## src/rtl/counter_tick_gen_pkg.sv

```systemverilog
// Shared op-codes, FSM state encoding and width helper for the tick generator.
package counter_tick_pkg;

    localparam logic [1:0] OP_STOP  = 2'd0;
    localparam logic [1:0] OP_RUN   = 2'd1;
    localparam logic [1:0] OP_BURST = 2'd2;
    localparam logic [1:0] OP_LOAD  = 2'd3;

    typedef enum logic [1:0] {
        ST_IDLE  = 2'd0,
        ST_RUN   = 2'd1,
        ST_BURST = 2'd2
    } state_t;

    function automatic int max_w(input int a, input int b);
        return (a > b) ? a : b;
    endfunction

endpackage

```

## src/rtl/counter_tick_gen_if.sv

```systemverilog
// Command (valid/ready) and strobe/status bundle between control logic and the tick generator.
interface counter_tick_gen_if
    import counter_tick_pkg::*;
#(
    parameter int DIV_WIDTH = 16,
    parameter int CNT_WIDTH = 16
);
    localparam int DATA_W = max_w(DIV_WIDTH, CNT_WIDTH);

    logic              cmd_valid;
    logic              cmd_ready;
    logic [1:0]        cmd_op;
    logic [DATA_W-1:0] cmd_data;
    logic              enable;
    logic              busy;
    logic              done;
    logic              cmd_err;

    modport master (
        output cmd_valid, cmd_op, cmd_data,
        input  cmd_ready, enable, busy, done, cmd_err
    );

    modport slave (
        input  cmd_valid, cmd_op, cmd_data,
        output cmd_ready, enable, busy, done, cmd_err
    );

endinterface

```

## src/rtl/counter_tick_gen_prescaler.sv

```systemverilog
// Prescale counter: counts 0..div while running and flags the cycle where it wraps.
module tick_prescaler #(
    parameter int W = 16
) (
    input  logic         clk,
    input  logic         rst,
    input  logic [W-1:0] div,
    input  logic         run,
    input  logic         clear,
    output logic         tick
);

    logic [W-1:0] r_pcnt;

    assign tick = run && (r_pcnt == div);

    always_ff @(posedge clk or posedge rst) begin
        if (rst)
            r_pcnt <= '0;
        else if (clear || !run || tick)
            r_pcnt <= '0;
        else
            r_pcnt <= r_pcnt + W'(1);
    end

endmodule

```

## src/rtl/counter_tick_gen.sv

```systemverilog
// Programmable enable-strobe generator: free-running or N-strobe bursts at period div+1.
module counter_tick_gen
    import counter_tick_pkg::*;
#(
    parameter int                   DIV_WIDTH = 16,
    parameter int                   CNT_WIDTH = 16,
    parameter logic [DIV_WIDTH-1:0] DIV_INIT  = '0
) (
    input  logic               clk,
    input  logic               rst,
    counter_tick_gen_if.slave  bus
);

    state_t               r_state, w_state_nx;
    logic [DIV_WIDTH-1:0] r_div, w_div_nx;
    logic [CNT_WIDTH-1:0] r_rem, w_rem_nx;
    logic                 r_enable, w_enable_nx;
    logic                 r_busy;
    logic                 r_done, w_done_nx;
    logic                 r_err, w_err_nx;
    logic                 w_clear, w_tick;
    logic [CNT_WIDTH-1:0] w_cmd_n;
    logic [DIV_WIDTH-1:0] w_cmd_div;

    assign w_cmd_n   = bus.cmd_data[CNT_WIDTH-1:0];
    assign w_cmd_div = bus.cmd_data[DIV_WIDTH-1:0];

    tick_prescaler #(.W(DIV_WIDTH)) u_presc (
        .clk   (clk),
        .rst   (rst),
        .div   (r_div),
        .run   (r_state != ST_IDLE),
        .clear (w_clear),
        .tick  (w_tick)
    );

    always_comb begin
        w_state_nx  = r_state;
        w_div_nx    = r_div;
        w_rem_nx    = r_rem;
        w_enable_nx = 1'b0;
        w_done_nx   = 1'b0;
        w_err_nx    = 1'b0;
        w_clear     = 1'b0;

        if (w_tick) begin
            w_enable_nx = 1'b1;
            if (r_state == ST_BURST) begin
                w_rem_nx = r_rem - CNT_WIDTH'(1);
                if (r_rem == CNT_WIDTH'(1)) begin
                    w_state_nx = ST_IDLE;
                    w_done_nx  = 1'b1;
                end
            end
        end

        // Commands override tick results; STOP also kills a coincident strobe.
        if (bus.cmd_valid) begin
            case (r_state)
                ST_IDLE: begin
                    case (bus.cmd_op)
                        OP_RUN: begin
                            w_state_nx = ST_RUN;
                            w_clear    = 1'b1;
                        end
                        OP_BURST: if (w_cmd_n != '0) begin
                            w_state_nx = ST_BURST;
                            w_rem_nx   = w_cmd_n;
                            w_clear    = 1'b1;
                        end
                        OP_LOAD: w_div_nx = w_cmd_div;
                        default: ;
                    endcase
                end
                ST_RUN: begin
                    case (bus.cmd_op)
                        OP_STOP: begin
                            w_state_nx  = ST_IDLE;
                            w_clear     = 1'b1;
                            w_enable_nx = 1'b0;
                        end
                        OP_RUN:  w_clear = 1'b1;
                        OP_LOAD: begin
                            w_div_nx = w_cmd_div;
                            w_clear  = 1'b1;
                        end
                        default: w_err_nx = 1'b1;
                    endcase
                end
                ST_BURST: begin
                    if (bus.cmd_op == OP_STOP) begin
                        w_state_nx  = ST_IDLE;
                        w_rem_nx    = '0;
                        w_clear     = 1'b1;
                        w_enable_nx = 1'b0;
                        w_done_nx   = 1'b0;
                    end else begin
                        w_err_nx = 1'b1;
                    end
                end
                default: w_state_nx = ST_IDLE;
            endcase
        end
    end

    always_ff @(posedge clk or posedge rst) begin
        if (rst) begin
            r_state  <= ST_IDLE;
            r_div    <= DIV_INIT;
            r_rem    <= '0;
            r_enable <= 1'b0;
            r_busy   <= 1'b0;
            r_done   <= 1'b0;
            r_err    <= 1'b0;
        end else begin
            r_state  <= w_state_nx;
            r_div    <= w_div_nx;
            r_rem    <= w_rem_nx;
            r_enable <= w_enable_nx;
            r_busy   <= (w_state_nx != ST_IDLE);
            r_done   <= w_done_nx;
            r_err    <= w_err_nx;
        end
    end

    assign bus.cmd_ready = 1'b1;
    assign bus.enable    = r_enable;
    assign bus.busy      = r_busy;
    assign bus.done      = r_done;
    assign bus.cmd_err   = r_err;

endmodule

```

## src/flat_wrapper.sv

```systemverilog
// flat-port wrapper written by rule: the top's interface ports become plain ports
module counter_tick_gen_flat import counter_tick_pkg::*;
#(
    parameter int                   DIV_WIDTH = 16,
    parameter int                   CNT_WIDTH = 16,
    parameter logic [DIV_WIDTH-1:0] DIV_INIT  = '0
)
  (clk, rst, bus_cmd_valid, bus_cmd_op, bus_cmd_data, bus_cmd_ready, bus_enable, bus_busy, bus_done, bus_cmd_err);
  counter_tick_gen_if #(.DIV_WIDTH(DIV_WIDTH), .CNT_WIDTH(CNT_WIDTH)) bus_i ();
  input  logic clk;
  input  logic rst;
  input wire logic [$bits(bus_i.cmd_valid)-1:0] bus_cmd_valid;
  input wire logic [$bits(bus_i.cmd_op)-1:0] bus_cmd_op;
  input wire logic [$bits(bus_i.cmd_data)-1:0] bus_cmd_data;
  output wire logic [$bits(bus_i.cmd_ready)-1:0] bus_cmd_ready;
  output wire logic [$bits(bus_i.enable)-1:0] bus_enable;
  output wire logic [$bits(bus_i.busy)-1:0] bus_busy;
  output wire logic [$bits(bus_i.done)-1:0] bus_done;
  output wire logic [$bits(bus_i.cmd_err)-1:0] bus_cmd_err;
  assign bus_i.cmd_valid = bus_cmd_valid;
  assign bus_i.cmd_op = bus_cmd_op;
  assign bus_i.cmd_data = bus_cmd_data;
  assign bus_cmd_ready = bus_i.cmd_ready;
  assign bus_enable = bus_i.enable;
  assign bus_busy = bus_i.busy;
  assign bus_done = bus_i.done;
  assign bus_cmd_err = bus_i.cmd_err;
  counter_tick_gen #(.DIV_WIDTH(DIV_WIDTH), .CNT_WIDTH(CNT_WIDTH), .DIV_INIT(DIV_INIT)) u_core (.clk(clk), .rst(rst), .bus(bus_i));
endmodule
```

## config.mk

```make
export PLATFORM = sky130hd
export DESIGN_NAME = counter_tick_gen_flat
export DESIGN_NICKNAME = d
export VERILOG_FILES = /design/src/rtl/counter_tick_gen_pkg.sv /design/src/rtl/counter_tick_gen_if.sv /design/src/rtl/counter_tick_gen_prescaler.sv /design/src/rtl/counter_tick_gen.sv /design/src/flat_wrapper.sv
export SDC_FILE = /design/constraint.sdc
export NUM_CORES = 1
export LEC_CHECK = 0
export ABC_CLOCK_PERIOD_IN_PS = 2800
export BUFFER_PORTS_ARGS = -buffer_cell sky130_fd_sc_hd__buf_2
export CORE_ASPECT_RATIO = 1.25
export CORE_MARGIN = 3
export CORE_UTILIZATION = 40
export CTS_BUF_LIST = sky130_fd_sc_hd__clkbuf_8 sky130_fd_sc_hd__clkbuf_16
export DETAILED_ROUTE_END_ITERATION = 16
export PLACE_DENSITY_LB_ADDON = 0.3
export SYNTH_ARGS = -nofsm -noshare
export SYNTH_HDL_FRONTEND = slang
export SYNTH_SLANG_ARGS = --single-unit
```

## constraint.sdc

```tcl
create_clock -name clk -period 2.8 [get_ports clk]
set_input_delay 0.56 -clock clk [delete_from_list [all_inputs] [get_ports clk]]
set_output_delay 0.56 -clock clk [all_outputs]
set_load 0.01 [all_outputs]
```

After elaboration in Yosys (flattened, before gate mapping)
Cells that the tools add are included.

operators by class
  multiplexer cells = 36
  reduce and logical (&&, ||, !) cells = 13
  add/sub/neg operators = 2
  eq/ne operators = 7

operators with widths
  cell                   count
  $mux 16                7
  $pmux 16 s2            1
  $mux 1                 17
  $add 16x1->16 const B  1
  $eq 16x1->1 const B    1
  $eq 16x16->1           1
  $reduce_bool 16->1     1
  $sub 16x1->16 const B  1
  $mux 2                 6
  $pmux 2 s2             2
  $eq 2x2->1 const B     3
  $eq 2x1->1 const B     2
  $logic_not 2->1        2
  $pmux 1 s2             2
  $reduce_bool 2->1      2
  $reduce_or 2->1        2
  $pmux 1 s3             1
  $reduce_and 3->1       1
  $reduce_or 3->1        1
  $logic_or 1x1->1       2
  $logic_and 1x1->1      1
  $logic_not 1->1        1

storage, ports and cells
  output and inout bits = 5
  logic and storage cells = 66
  bits of input ports = 21
  register bits after elaboration = 54

Logic depth before layout (Yosys ltp)
  word-level depth = 9
  gate-level depth with buffers = 10
  gate-level depth less buffers = 9

By module
Synthesis repeated with hierarchy kept, for this count alone.

unflattened totals
  cell total of the unflattened synthesis = 293
  area total of the unflattened synthesis = 3050.4 um^2

modules (own cells, without submodules)
  module            times used  cells an instance  area an instance (um^2)  sequential area each (um^2)
  counter_tick_gen  1           194                2107.0                   950.9
  tick_prescaler    1           99                 943.4                    400.4

Worst setup path before layout
No wires, ideal clock.

  kind = register -> register
  from = register u_core.r_state[0]
  to = register u_core.r_rem[15]
  period minus slack after synthesis = 2.471 ns
  data required time = 2.672 ns
  buffers on the path = 2
  path slack = 0.329 ns
  data arrival time = 2.343 ns
  cell stages (with the launch flop) = 11
  library setup time = 0.128 ns
  cell sequence = dfrtp_1 > inv_1 > ha_1 > clkbuf_1 > nor4b_1 > inv_1 > or4_1 > clkbuf_2 > o31a_2 > o31ai_1 > a21oi_1

on the way
  word-level cells in the longest chain between the ends = 7
  elaborated cells on any way between the ends = 11
  classes of those cells = 1 x eq/ne; 7 x mux; 3 x reduce/logical

RTL lines
  what                                             line                                                                    source
  start, declared                                  counter_tick_gen.sv:14                                                  state_t r_state, w_state_nx;
  start signal, assigned                           counter_tick_gen.sv:116                                                 r_state <= w_state_nx;
  $eq 2x2->1 or $reduce_bool 2->1 (tied branches)  counter_tick_gen.sv:48, counter_tick_gen.sv:59, counter_tick_gen.sv:32
  $mux 16 or $logic_and 1x1->1 (tied branches)     counter_tick_gen.sv:48, counter_tick_gen_prescaler.sv:15
  $mux 16                                          counter_tick_gen.sv:46                                                  if (w_tick) begin
  $mux 16                                          counter_tick_gen.sv:66                                                  OP_BURST: if (w_cmd_n != '0) begin
  $mux 16                                          counter_tick_gen.sv:61                                                  case (bus.cmd_op)
  $pmux 16 s2                                      counter_tick_gen.sv:59                                                  case (r_state)
  $mux 16 (*)                                      counter_tick_gen.sv:58                                                  if (bus.cmd_valid) begin
  named net u_core.w_rem_nx[15]                    counter_tick_gen.sv:16                                                  logic [CNT_WIDTH-1:0] r_rem, w_rem_nx;
  end signal, assigned                             counter_tick_gen.sv:118                                                 r_rem <= w_rem_nx;
  end, declared                                    counter_tick_gen.sv:16

The timed path passes the listed nets; every way through them passes the cells marked *.
A chain may end at the register's enable or synchronous reset.

Final worst setup path
  from = register u_core.u_presc.r_pcnt[6]
  to = register u_core.r_rem[15]

on the way
  word-level cells in the longest chain between the ends = 7
  elaborated cells on any way between the ends = 8
  classes of those cells = 1 x eq/ne; 6 x mux; 1 x reduce/logical

RTL lines
  what                           line                              source
  start, declared                counter_tick_gen_prescaler.sv:13  logic [W-1:0] r_pcnt;
  start signal, assigned         counter_tick_gen_prescaler.sv:23  r_pcnt <= r_pcnt + W'(1);
  $eq 16x16->1 (*)               counter_tick_gen_prescaler.sv:15  assign tick = run && (r_pcnt == div);
  $logic_and 1x1->1 (*)          counter_tick_gen_prescaler.sv:15
  $mux 16 (*)                    counter_tick_gen.sv:46
  $mux 16                        counter_tick_gen.sv:66
  $mux 16                        counter_tick_gen.sv:61
  $pmux 16 s2                    counter_tick_gen.sv:59
  $mux 16 (*)                    counter_tick_gen.sv:58
  named net u_core.w_rem_nx[15]  counter_tick_gen.sv:16

Marks and branches as above.

==> impl_metrics.tcl <==
set metrics [dict create \
    die_area_sq_mm 0.00881 \
    synth_commonest_cells "dfrtp_1, nor2_1, nand2_1, xor2_1, mux2_2" \
    slowest_delay_ns 0.68 \
    syn_area_sq_mm 0.00309 \
    initialDrtViolationCount 167 \
    io_pins 26 \
    cts_setup_buffers 0 \
    hold_class "input port to async pin" \
    setup_tns_ns 0 \
    yosys.area.top_type "dfrtp_1" \
    synth_top_area_share_pct 43.8 \
    dp_hpwl_um 5660 \
    synth-seq-area-share_pct 43.8 \
    diodes 0 \
    grt_pass1_wl_um 12100 \
    antenna_left 0 \
    root_buffer "clkbuf_8" \
    grt_use_total_pct 17.2 \
    cts_made_buffers 5 \
    power.leakage_nw 1.50 \
    fin_crit_ns 2.58 \
    syn_nets 347 \
    rsz0062_at_grt "no" \
    hold_viol 0 \
    synthMuxAreaShare_pct 6.53 \
    yosysUniqueCellTypes 48 \
    timing.final.crit_share_pct 92.0 \
    synth_top_family_by_area "simple AND/OR/NAND/NOR gates" \
    htree_levels 2 \
    grt-ovfl-total 0 \
    ir_drop_mv 0.343 \
    yosys.area_share.simple_pct 20.4 \
    end_kind "flop" \
    clock_path_buffers 2 \
    seq_area_sq_mm 0.00135 \
    wl_per_cell_um 16.6 \
    drive_gt1_share_pct 18.0 \
    final_util_pct 46.1 \
    avgSynthCellArea_sq_um 9.83 \
    portBuffers 24 \
    outcome "finished, final reports clean" \
    slew-limit-headroom_pct 49.3 \
    antenna_found_initial 0 \
    gp_congestion 0.829 \
    multi_input_area_sq_mm 0.00163 \
    drt-vias-per-instance 5.43 \
    slowest_stage "or4_1" \
    pwr_density_cell_mw_per_mm2 809 \
    synth.most_common_cell "dfrtp_1" \
    cts_tree "built" \
    core-area_sq_mm 0.00744 \
    cts_hold_buf 0 \
    initial_core_util_pct 41.4 \
    drc 0 \
    max_freq_mhz 388 \
    path_buf_inv 1 \
    slew_viol_final 0 \
    synth_xor_area_share_pct 11.4 \
    cp.arrival_ns 2.78 \
    power.total_mw 2.77 \
    vias 2373 \
    synth_compound_area_share_pct 9.61 \
    die_h_um 104 \
    drt_pass1_iterations 4 \
    dp.cells 429 \
    fillerInstances 734 \
    reg2reg_slack_ns 0.22 \
    setup_violations 0 \
    synth-main-ff-cell "dfrtp_1" \
    clk_latency_ns 0.32 \
    grt_max_degree 23 \
    synth-seq-cells 54 \
    grt_pass1_vias 2525 \
    path_class "flop to flop" \
    placementRows 35 \
    fp.dieW_um 84.6 \
    layout.nets 377 \
    crit_family "compound AO/OA/AOI/OAI gates" \
    synth_edf_count 0 \
    synth.area.top_cells "dfrtp_1, xor2_1, mux2_2, ha_1, xnor2_1" \
    cts_resized 0 \
    start_kind "flop" \
    synthAdderAreaFrac_pct 4.87 \
    max_cap_viol_count 0 \
    async_reset_ff_share_pct 100 \
    hold_slack_ns 0.250 \
    clk_pin_slew_ns 0.10 \
    syn_inst 314 \
    syn_to_final_growth_pct 11.1 \
    worst_pin_slew_ns 0.761 \
    fin_skew_ns 0.0167 \
    finalNonFillerCells 437 \
    yosysWarnings 0 \
    cts_num_sinks 54 \
    path_cells "inv_2 -> a2111oi_4 -> nand4_2 -> or4_1 -> o31a_2 -> o31ai_1 -> a21oi_1" \
    drt-total-wl_um 7260 \
    critPathRequiredTime_ns 3.00 \
    cp_max_fo 6 \
]
[kinds of logic (layout without fill, tap and decap cells)]
family,count (synthesis),after routing
DFF,54,54
AOI/OAI and AO/OA,42,42
buffers and inverters,26,57
other,1,1
xor gates and xnor gates,40,40
adders and majority gates,12,12
muxes,18,18
and+or+nand+nor,121,121
[worst paths after layout]
kind,start,endpoint,cells past startpoint
worst max-delay path,u_core.u_presc.r_pcnt[6]$_DFF_PP0_,u_core.r_rem[15]$_DFF_PP0_,7
worst min-delay path,rst,u_core.u_presc.r_pcnt[8]$_DFF_PP0_,2
worst max register to register,u_core.u_presc.r_pcnt[6]$_DFF_PP0_,u_core.r_rem[15]$_DFF_PP0_,7
worst min register to register,u_core.r_div[15]$_DFFE_PP0P_,u_core.r_div[15]$_DFFE_PP0P_,2
max in group asynchronous,rst,u_core.bus.busy$_DFF_PP0_,3
min in group clk,bus_cmd_data[11],u_core.r_rem[11]$_DFF_PP0_,3
[layer usage]
| layer | wire length, um | up-vias | global-route usage (%) |
|---|---|---|---|
| li1 | - | 1153 | - |
| met1 | 3180 | 1174 | 20.8 |
| met2 | 3750 | 34 | 30.8 |
| met3 | 184 | 12 | 2.85 |
| met4 | 143 | 0 | 5.54 |
| met5 | 0 | - | 0 |
[report_power, final]
part,internal [mW],switching [mW]
registers,1.02,0.209
logic,0.496,0.610
clock network,0.174,0.263
total,1.69,1.08
[worst reg2reg max path, cell delays in order, from the launching register on]
cell       delay [ns]
dfrtp_1          0.47
inv_2            0.09
a2111oi_4        0.37
nand4_2          0.21
or4_1            0.68
o31a_2           0.34
o31ai_1          0.24
a21oi_1          0.06
[placed cells by master, fill, tap and decap left out, types with 2 or more instances in the layout]
cell and instances:
a21oi_1 7, a22oi_1 8, a2bb2oi_1 2, and2_1 3, and3_1 5, buf_2 24, buf_4 8, clkbuf_8 5
dfrtp_1 54, ha_1 12, inv_1 16, inv_2 2, mux2_2 17, nand2_1 24, nand2b_1 3, nand3_1 11
nand3b_1 2, nand4_1 7, nor2_1 29, nor2b_1 5, nor3_1 8, nor4_1 9, nor4b_1 3, o211ai_1 2
o21ai_0 11, o22ai_1 2, or3_1 5, xnor2_1 16, xor2_1 24
[state kept, by name (all words and copies together) (netlist names)]
signal                 flops
u_core.u_presc.r_pcnt     16
u_core.bus.done            1
u_core.bus.enable          1
u_core.r_state             2
u_core.r_div              16
u_core.bus.busy            1
u_core.bus.cmd_err         1
u_core.r_rem              16
[per-stage QoR]
step | area (sq um) | worst slack [ns]
6_report | 3430 | 0.223
3_5_place_dp | 3340 | 0.244
5_1_grt | 3430 | 0.0233
3_3_place_gp | 3340 | 0.298
2_1_floorplan | 3090 | 0.329
4_1_cts | 3430 | 0.237
[final cells by class]
| cell class | instances | area share [%] |
|---|---|---|
| Clock buffer | 5 | 2.01 |
| Clock inverter | 3 | 0.511 |
| Inverter | 17 | 1.86 |
| Multi-Input combinational cell | 234 | 47.6 |
| Sequential cell | 54 | 39.4 |
| Tap cell | 92 | 3.36 |
| Timing Repair Buffer | 32 | 5.26 |
No activity file was read; power rests on OpenSTA's default activity.
